### config.mk
export PLATFORM = sky130hd
export DESIGN_NAME = btn_debounce_multi_flat
export DESIGN_NICKNAME = d
export VERILOG_FILES = /design/src/rtl/btn_debounce_pkg.sv /design/src/rtl/btn_debounce_multi_if.sv /design/src/rtl/btn_debounce_chan.sv /design/src/rtl/btn_debounce_multi.sv /design/src/flat_wrapper.sv
export SDC_FILE = /design/constraint.sdc
export NUM_CORES = 1
export LEC_CHECK = 0
export ABC_AREA = 0
export BUFFER_PORTS_ARGS = -buffer_cell sky130_fd_sc_hd__clkbuf_2
export CELL_PAD_IN_SITES_DETAIL_PLACEMENT = 0
export CELL_PAD_IN_SITES_GLOBAL_PLACEMENT = 2
export CORE_UTILIZATION = 43
export DETAILED_ROUTE_END_ITERATION = 8
export MAX_ROUTING_LAYER = met4
export PLACE_DENSITY_LB_ADDON = 0.1
export SKIP_CTS_REPAIR_TIMING = 1
export SYNTH_ARGS = -nofsm -noshare
export SYNTH_HDL_FRONTEND = slang
export SYNTH_SLANG_ARGS = --single-unit
export TNS_END_PERCENT = 5
### constraint.sdc
create_clock -name clk -period 2.9 [get_ports clk]
set_input_delay 0 -clock clk [delete_from_list [all_inputs] [get_ports clk]]
set_output_delay 0 -clock clk [all_outputs]
set_load 0.01 [all_outputs]
### src/rtl/btn_debounce_pkg.sv
// ---------------------------------------------------------------------------
// btn_debounce_pkg
// Shared constants for the multi-channel button debouncer.
//   NCH_MAX           : largest supported channel count
//   *_25MHZ           : default timing values for a 25 MHz system clock
//   cnt_width(n)      : bits needed for a counter holding 0..n-1 (min 1)
// ---------------------------------------------------------------------------
package btn_debounce_pkg;

  localparam int NCH_MAX         = 32;
  localparam int PRESCALE_25MHZ  = 250;    // 10 us tick
  localparam int DB_TICKS_25MHZ  = 1000;   // 10 ms qualification
  localparam int REP_DELAY_25MHZ = 50000;  // 500 ms before first repeat
  localparam int REP_RATE_25MHZ  = 10000;  // 100 ms between repeats

  // Never returns 0, so a degenerate count of 1 still gets a real register.
  function automatic int cnt_width(input int n);
    return (n <= 2) ? 1 : $clog2(n);
  endfunction

endpackage

### src/rtl/btn_debounce_multi_if.sv
// ---------------------------------------------------------------------------
// btn_debounce_multi_if
// Bundles the button inputs and debounced outputs of btn_debounce_multi.
//   btn_i  : raw asynchronous button levels (driven by the board side)
//   o      : debounced levels
//   rise_o : one-cycle strobe on a 0->1 change of o
//   fall_o : one-cycle strobe on a 1->0 change of o
//   rep_o  : one-cycle auto-repeat strobe
//   tick_o : shared prescaler tick
// Modports: master = board/consumer side, slave = debouncer.
// ---------------------------------------------------------------------------
interface btn_debounce_multi_if #(
  parameter int NCH = 4
);

  logic [NCH-1:0] btn_i;
  logic [NCH-1:0] o;
  logic [NCH-1:0] rise_o;
  logic [NCH-1:0] fall_o;
  logic [NCH-1:0] rep_o;
  logic           tick_o;

  modport master (output btn_i, input o, rise_o, fall_o, rep_o, tick_o);
  modport slave  (input btn_i, output o, rise_o, fall_o, rep_o, tick_o);

endinterface

### src/rtl/btn_debounce_chan.sv
// ---------------------------------------------------------------------------
// btn_debounce_chan
// One debouncer channel: two-flop synchroniser, tick-based stability
// counter, debounced level with rise/fall strobes and, when the macro
// BTN_DEBOUNCE_REPEAT_EN is defined, an auto-repeat counter.
// Ports:
//   clk, rst : clock, asynchronous active-high reset
//   tick_i   : shared debounce tick (one clk wide)
//   btn_i    : raw asynchronous button level
//   lvl_o    : debounced level
//   rise_o   : registered strobe coincident with lvl_o going 0->1
//   fall_o   : registered strobe coincident with lvl_o going 1->0
//   rep_o    : auto-repeat strobe aligned with tick_i (0 without the macro)
// ---------------------------------------------------------------------------
module btn_debounce_chan
  import btn_debounce_pkg::*;
#(
  parameter int   DB_TICKS  = DB_TICKS_25MHZ,
  parameter logic RST_VAL   = 1'b0,
  parameter int   REP_DELAY = REP_DELAY_25MHZ,
  parameter int   REP_RATE  = REP_RATE_25MHZ
) (
  input  logic clk,
  input  logic rst,
  input  logic tick_i,
  input  logic btn_i,
  output logic lvl_o,
  output logic rise_o,
  output logic fall_o,
  output logic rep_o
);

  localparam int            CW       = cnt_width(DB_TICKS + 1);
  localparam logic [CW-1:0] CNT_LAST = CW'(DB_TICKS - 1);

  logic          s1_q, s2_q;
  logic          lvl_q, lvl_d;
  logic          rise_q, rise_d;
  logic          fall_q, fall_d;
  logic [CW-1:0] cnt_q, cnt_d;

  // Any cycle where the synchronised input agrees with the output throws
  // away the accumulated progress, so only an unbroken run of disagreeing
  // ticks can flip the level.
  always_comb begin
    lvl_d  = lvl_q;
    cnt_d  = cnt_q;
    rise_d = 1'b0;
    fall_d = 1'b0;
    if (s2_q == lvl_q) begin
      cnt_d = '0;
    end else if (tick_i) begin
      if (cnt_q == CNT_LAST) begin
        lvl_d  = s2_q;
        cnt_d  = '0;
        rise_d = s2_q;
        fall_d = ~s2_q;
      end else begin
        cnt_d = cnt_q + CW'(1);
      end
    end
  end

  always_ff @(posedge clk or posedge rst) begin
    if (rst) begin
      s1_q   <= RST_VAL;
      s2_q   <= RST_VAL;
      lvl_q  <= RST_VAL;
      cnt_q  <= '0;
      rise_q <= 1'b0;
      fall_q <= 1'b0;
    end else begin
      s1_q   <= btn_i;
      s2_q   <= s1_q;
      lvl_q  <= lvl_d;
      cnt_q  <= cnt_d;
      rise_q <= rise_d;
      fall_q <= fall_d;
    end
  end

  assign lvl_o  = lvl_q;
  assign rise_o = rise_q;
  assign fall_o = fall_q;

`ifdef BTN_DEBOUNCE_REPEAT_EN
  localparam int            RW        = cnt_width((REP_DELAY > REP_RATE) ? REP_DELAY : REP_RATE);
  localparam logic [RW-1:0] REP_FIRST = RW'(REP_DELAY - 1);
  localparam logic [RW-1:0] REP_NEXT  = RW'(REP_RATE - 1);

  logic [RW-1:0] rep_cnt_q, rep_cnt_d;
  logic          rep_arm_q, rep_arm_d;
  logic          rep_hit;
  logic          fall_now;

  // rep_arm_q separates the long initial delay from the shorter repeat
  // period; the counter restarts from zero after every pulse.
  always_comb begin
    rep_cnt_d = rep_cnt_q;
    rep_arm_d = rep_arm_q;
    rep_hit   = (rep_cnt_q == (rep_arm_q ? REP_NEXT : REP_FIRST));
    if (!lvl_q || rise_q) begin
      rep_cnt_d = '0;
      rep_arm_d = 1'b0;
    end else if (tick_i) begin
      if (rep_hit) begin
        rep_cnt_d = '0;
        rep_arm_d = 1'b1;
      end else begin
        rep_cnt_d = rep_cnt_q + RW'(1);
      end
    end
  end

  always_ff @(posedge clk or posedge rst) begin
    if (rst) begin
      rep_cnt_q <= '0;
      rep_arm_q <= 1'b0;
    end else begin
      rep_cnt_q <= rep_cnt_d;
      rep_arm_q <= rep_arm_d;
    end
  end

  // Decoded from registers so the pulse lands in the tick cycle itself; a
  // tick that commits a release is suppressed so no repeat races the fall.
  assign fall_now = (s2_q != lvl_q) && (cnt_q == CNT_LAST);
  assign rep_o    = tick_i & lvl_q & ~rise_q & rep_hit & ~fall_now;
`else
  assign rep_o = 1'b0;
`endif

endmodule

### src/rtl/btn_debounce_multi.sv
// ---------------------------------------------------------------------------
// btn_debounce_multi
// N-channel button/switch debouncer with a shared prescaler tick.
// Optional auto-repeat is compiled in with the macro BTN_DEBOUNCE_REPEAT_EN.
// Ports:
//   clk : system clock
//   rst : asynchronous active-high reset
//   bus : btn_debounce_multi_if.slave (btn_i in; o, rise_o, fall_o, rep_o,
//         tick_o out)
// ---------------------------------------------------------------------------
module btn_debounce_multi
  import btn_debounce_pkg::*;
#(
  parameter int   NCH       = 4,
  parameter int   PRESCALE  = PRESCALE_25MHZ,
  parameter int   DB_TICKS  = DB_TICKS_25MHZ,
  parameter logic RST_VAL   = 1'b0,
  parameter int   REP_DELAY = REP_DELAY_25MHZ,
  parameter int   REP_RATE  = REP_RATE_25MHZ
) (
  input  logic                 clk,
  input  logic                 rst,
  btn_debounce_multi_if.slave  bus
);

  localparam int            PW       = cnt_width(PRESCALE);
  localparam logic [PW-1:0] PRE_LAST = PW'(PRESCALE - 1);

  logic [PW-1:0]  pre_cnt_q, pre_cnt_d;
  logic           tick_q, tick_d;
  logic [NCH-1:0] lvl, rise, fall, rep;

  // Tick is registered from the terminal count, so with PRESCALE=1 it is
  // simply high on every cycle after the first edge out of reset.
  always_comb begin
    tick_d    = (pre_cnt_q == PRE_LAST);
    pre_cnt_d = tick_d ? '0 : pre_cnt_q + PW'(1);
  end

  always_ff @(posedge clk or posedge rst) begin
    if (rst) begin
      pre_cnt_q <= '0;
      tick_q    <= 1'b0;
    end else begin
      pre_cnt_q <= pre_cnt_d;
      tick_q    <= tick_d;
    end
  end

  for (genvar g = 0; g < NCH; g++) begin : g_chan
    btn_debounce_chan #(
      .DB_TICKS  (DB_TICKS),
      .RST_VAL   (RST_VAL),
      .REP_DELAY (REP_DELAY),
      .REP_RATE  (REP_RATE)
    ) u_chan (
      .clk    (clk),
      .rst    (rst),
      .tick_i (tick_q),
      .btn_i  (bus.btn_i[g]),
      .lvl_o  (lvl[g]),
      .rise_o (rise[g]),
      .fall_o (fall[g]),
      .rep_o  (rep[g])
    );
  end

  assign bus.o      = lvl;
  assign bus.rise_o = rise;
  assign bus.fall_o = fall;
  assign bus.rep_o  = rep;
  assign bus.tick_o = tick_q;

endmodule

### src/flat_wrapper.sv
// flat-port wrapper written by rule: the top's interface ports become plain ports
module btn_debounce_multi_flat import btn_debounce_pkg::*;
#(
  parameter int   NCH       = 4,
  parameter int   PRESCALE  = PRESCALE_25MHZ,
  parameter int   DB_TICKS  = DB_TICKS_25MHZ,
  parameter logic RST_VAL   = 1'b0,
  parameter int   REP_DELAY = REP_DELAY_25MHZ,
  parameter int   REP_RATE  = REP_RATE_25MHZ
)
  (clk, rst, bus_btn_i, bus_o, bus_rise_o, bus_fall_o, bus_rep_o, bus_tick_o);
  btn_debounce_multi_if #(.NCH(NCH)) bus_i ();
  input  logic clk;
  input  logic rst;
  input wire logic [$bits(bus_i.btn_i)-1:0] bus_btn_i;
  output wire logic [$bits(bus_i.o)-1:0] bus_o;
  output wire logic [$bits(bus_i.rise_o)-1:0] bus_rise_o;
  output wire logic [$bits(bus_i.fall_o)-1:0] bus_fall_o;
  output wire logic [$bits(bus_i.rep_o)-1:0] bus_rep_o;
  output wire logic [$bits(bus_i.tick_o)-1:0] bus_tick_o;
  assign bus_i.btn_i = bus_btn_i;
  assign bus_o = bus_i.o;
  assign bus_rise_o = bus_i.rise_o;
  assign bus_fall_o = bus_i.fall_o;
  assign bus_rep_o = bus_i.rep_o;
  assign bus_tick_o = bus_i.tick_o;
  btn_debounce_multi #(.NCH(NCH), .PRESCALE(PRESCALE), .DB_TICKS(DB_TICKS), .RST_VAL(RST_VAL), .REP_DELAY(REP_DELAY), .REP_RATE(REP_RATE)) u_core (.clk(clk), .rst(rst), .bus(bus_i));
endmodule
==> summary.txt <==
Run status
  – Outcome: complete, no violations

Placed design
  – Place WS: 1.17 ns
  – Port Buffers: 18
  – Placed Instances: 414
  – Post-DP HPWL: 3930 µm
  – Placed Instance Area: 3470 µm²
  – Routability congestion estimate from global placement: 0.731

Cells and area
  – Fin util: 50.3%
  – Area occupied by multi-input gates: 1450 µm²
  – Cell Count, Final, Fillers Out: 435
  – Fill count: 674
  – P&R area growth vs syn: 10.6%
  – FF/Latch Area: 1730 µm²
  – Layout cells sized above 1: 17.0%
  – Fin area: 3730 µm²
  – Nets: 343
  – Inserted Diodes: 0

Die
  – Chip width: 90.5 µm
  – Site row count: 31
  – Die ar.: 8200 µm²
  – Core Area: 7410 µm²
  – Initial core utilization: 45.5%
  – Die Y: 90.5 µm
  – I/O Pins: 23

Timing
  – Slew Limit Fails: 0
  – Setup TNS Final: 0 ns
  – Final setup violation count: 0
  – Crit path time final: 1.74 ns
  – Final hold violation count: 0
  – Headroom to the max-slew limit: 44.6%
  – Slew @ Worst Pin: 0.826 ns
  – Fmax: 573 MHz
  – Final critical-path share of the clock period: 60.1%
  – Worst hold slack: 0.278 ns
  – Worst Skew: 0.00955 ns
  – Worst Setup Slack, final: 1.16 ns
  – RSZ-0062 raised after global routing: no

Global route
  – Largest net degree at the start of global routing: 34
  – First-pass GRT wire length: 10400 µm
  – Number of global-route vias before repair: 2250
  – Initial antenna violation count: 0
  – GRT Util Overall: 16.4%
  – Overflow after GRT: 0

Synth
  – Distinct cell type count after synthesis: 43
  – Sequential-to-total area share from yosys stat: 51.2%
  – Post-synth EDFFs: 0
  – Top FF cell, synth: dfrtp_1
  – Yosys warnings: 0
  – Syn_area_per_cell: 10.8 µm²
  – Seq cells post-synth: 69
  – Async SR Flop Fraction: 100%
  – Post-Syn Instances: 313
  – Mapped Area: 3370 µm²

Clock network
  – CTS Buf Count: 9
  – CTS HTree Levels: 3
  – Clk sinks: 69
  – CTS tree: yes
  – Root Driver: clkbuf_8
  – Clock Path Buffers: 2
  – Worst skew pair latency: 0.34 ns
  – Clk slew on worst S/H paths: 0.07 ns

Critical path
  – R2R Path End: u_core.g_chan[1].u_chan.cnt_q[9]
  – Crit path DAT: 2.03 ns
  – Critical path class: reg -> reg
  – Register-to-Register Setup Slack: 1.16 ns
  – Reg2reg path depth: 4
  – Critical Path Start Type: register
  – Crit-path max FO: 12
  – Worst setup startpoint: u_core.g_chan[1].u_chan.lvl_o
  – Worst EP required: 3.18 ns
  – Reg-to-reg startpoint: u_core.g_chan[1].u_chan.lvl_o
  – Crit end category: register

Pwr
  – Pwr Density: 495 nW/µm²
  – Maximum vdd drop: 0.186 mV
  – Leak: 1.65 nW
  – Total power: 1.84 mW

Routing
  – DRC violation total after the first TritonRoute iteration: 80
  – Vias: 2286
  – Final WL: 5770 µm
  – Wire per inst: 13.3 µm
  – Post-DRT Antenna Nets: 0
  – Pre-Repair DR Iteration Count: 4
  – Vias per inst: 5.26
  – Drc violations: 0

Job
  – Max-cap violations: 0

Min path
  – Worst hold path class: in -> async
-- synthesized netlist by cell type (5+ instances only) --
cell type  instances  share of area, %
dfrtp_1           69                51
nor2_1            34               3.8
xor2_1            27               7.0
buf_4             18               4.0
nand2_1           18               2.0
a21oi_1           12               1.8
nand3_1           10               1.5
o21ai_0           10               1.5
nand4_1            9               1.7
o2111ai_1          9               2.3
and4_1             8               2.1
inv_1              8              0.89
nor3b_1            8               1.8
o211ai_1           8               1.8
ha_1               6               2.2
and3_1             5              0.93
or3_1              5              0.93
xnor2_1            5               1.3
-- cells by family (layout without fill, tap and decap cells) --
kind of cell             after synthesis  in the layout  synth area share, %
buffers and inverters                 33             53                 6.05
XOR/XNOR                              34             34                 9.28
multiplexers                           4              4                 1.34
AO/OA/AOI/OAI                         47             47                 9.43
other                                  1              4                0.111
AND/OR/NAND/NOR                      119            119                 20.3
adder cells (fa/ha/maj)                6              6                 2.23
flip-flops                            69             69                 51.2
-- power breakdown --
part	leakage (nW)	internal (mW)	switching, mW
clock	0.106	0.467	0.355
combinational	0.617	0.0141	0.0370
sequential	0.931	0.967	0.00403
total	1.65	1.45	0.396
-- worst max-delay path, stage by stage, from the launching register on --
cell	delay, ns
dfrtp_1	0.44
xnor2_2	0.52
o211ai_2	0.16
or4_1	0.49
nand2_1	0.07
-- registers in the layout (all words and copies together) (netlist names) --
register                     count
u_core.pre_cnt_q                 8
u_core.g_chan.u_chan.s2_q        4
u_core.g_chan.u_chan.lvl_o       4
u_core.g_chan.u_chan.fall_o      4
u_core.g_chan.u_chan.cnt_q      40
u_core.g_chan.u_chan.s1_q        4
u_core.g_chan.u_chan.rise_o      4
u_core.bus.tick_o                1
-- placed cells by master (no fill, tap or decap), types with 4 or more instances in the layout --
cell type      count
mux2_2             4
xnor2_1            5
nand2_1           18
o21ai_0           10
nand3_1           10
or3_1              5
dlygate4sd3_1      5
o2111ai_1          9
dfrtp_1           69
clkbuf_2          18
nor3b_1            8
conb_1             4
buf_4              6
o211ai_1           8
inv_1              7
a21oi_1           12
nor2_1            34
xor2_1            27
and4_1             8
and3_1             5
ha_1               6
clkbuf_8          12
nand4_1            9
-- cell type report --
| type | count | share of cell area, % |
|---|---|---|
| tap | 99 | 3.32 |
| multi-input combinational | 214 | 38.9 |
| inverter | 8 | 0.805 |
| sequential | 69 | 46.3 |
| clock buffer | 13 | 4.53 |
| clock inverter | 3 | 1.14 |
| timing repair buffer | 29 | 4.97 |
-- per-layer routing --
layer / wire, µm / track usage [%] / vias up
met3: 176 / 6.06 / 5
met4: 63 / 4.84 / 0
met2: 2730 / 25.3 / 24
li1: - / - / 1135
met5: 0 / - / -
met1: 2800 / 20.2 / 1122
-- worst max path at each step --
stage | to | slack (ns) | cells past startpoint
after detailed placement | u_core.g_chan[1].u_chan.cnt_q[9] | 1.17 | 4
after global placement | u_core.g_chan[1].u_chan.cnt_q[9] | 1.23 | 4
after global routing | u_core.g_chan[0].u_chan.cnt_q[9] | 1.04 | 5
after floorplan | u_core.bus.tick_o | 1.16 | 1
after CTS | u_core.g_chan[1].u_chan.cnt_q[9] | 1.15 | 4
final | u_core.g_chan[1].u_chan.cnt_q[9] | 1.16 | 4
No activity file was read; power rests on OpenSTA's default activity.
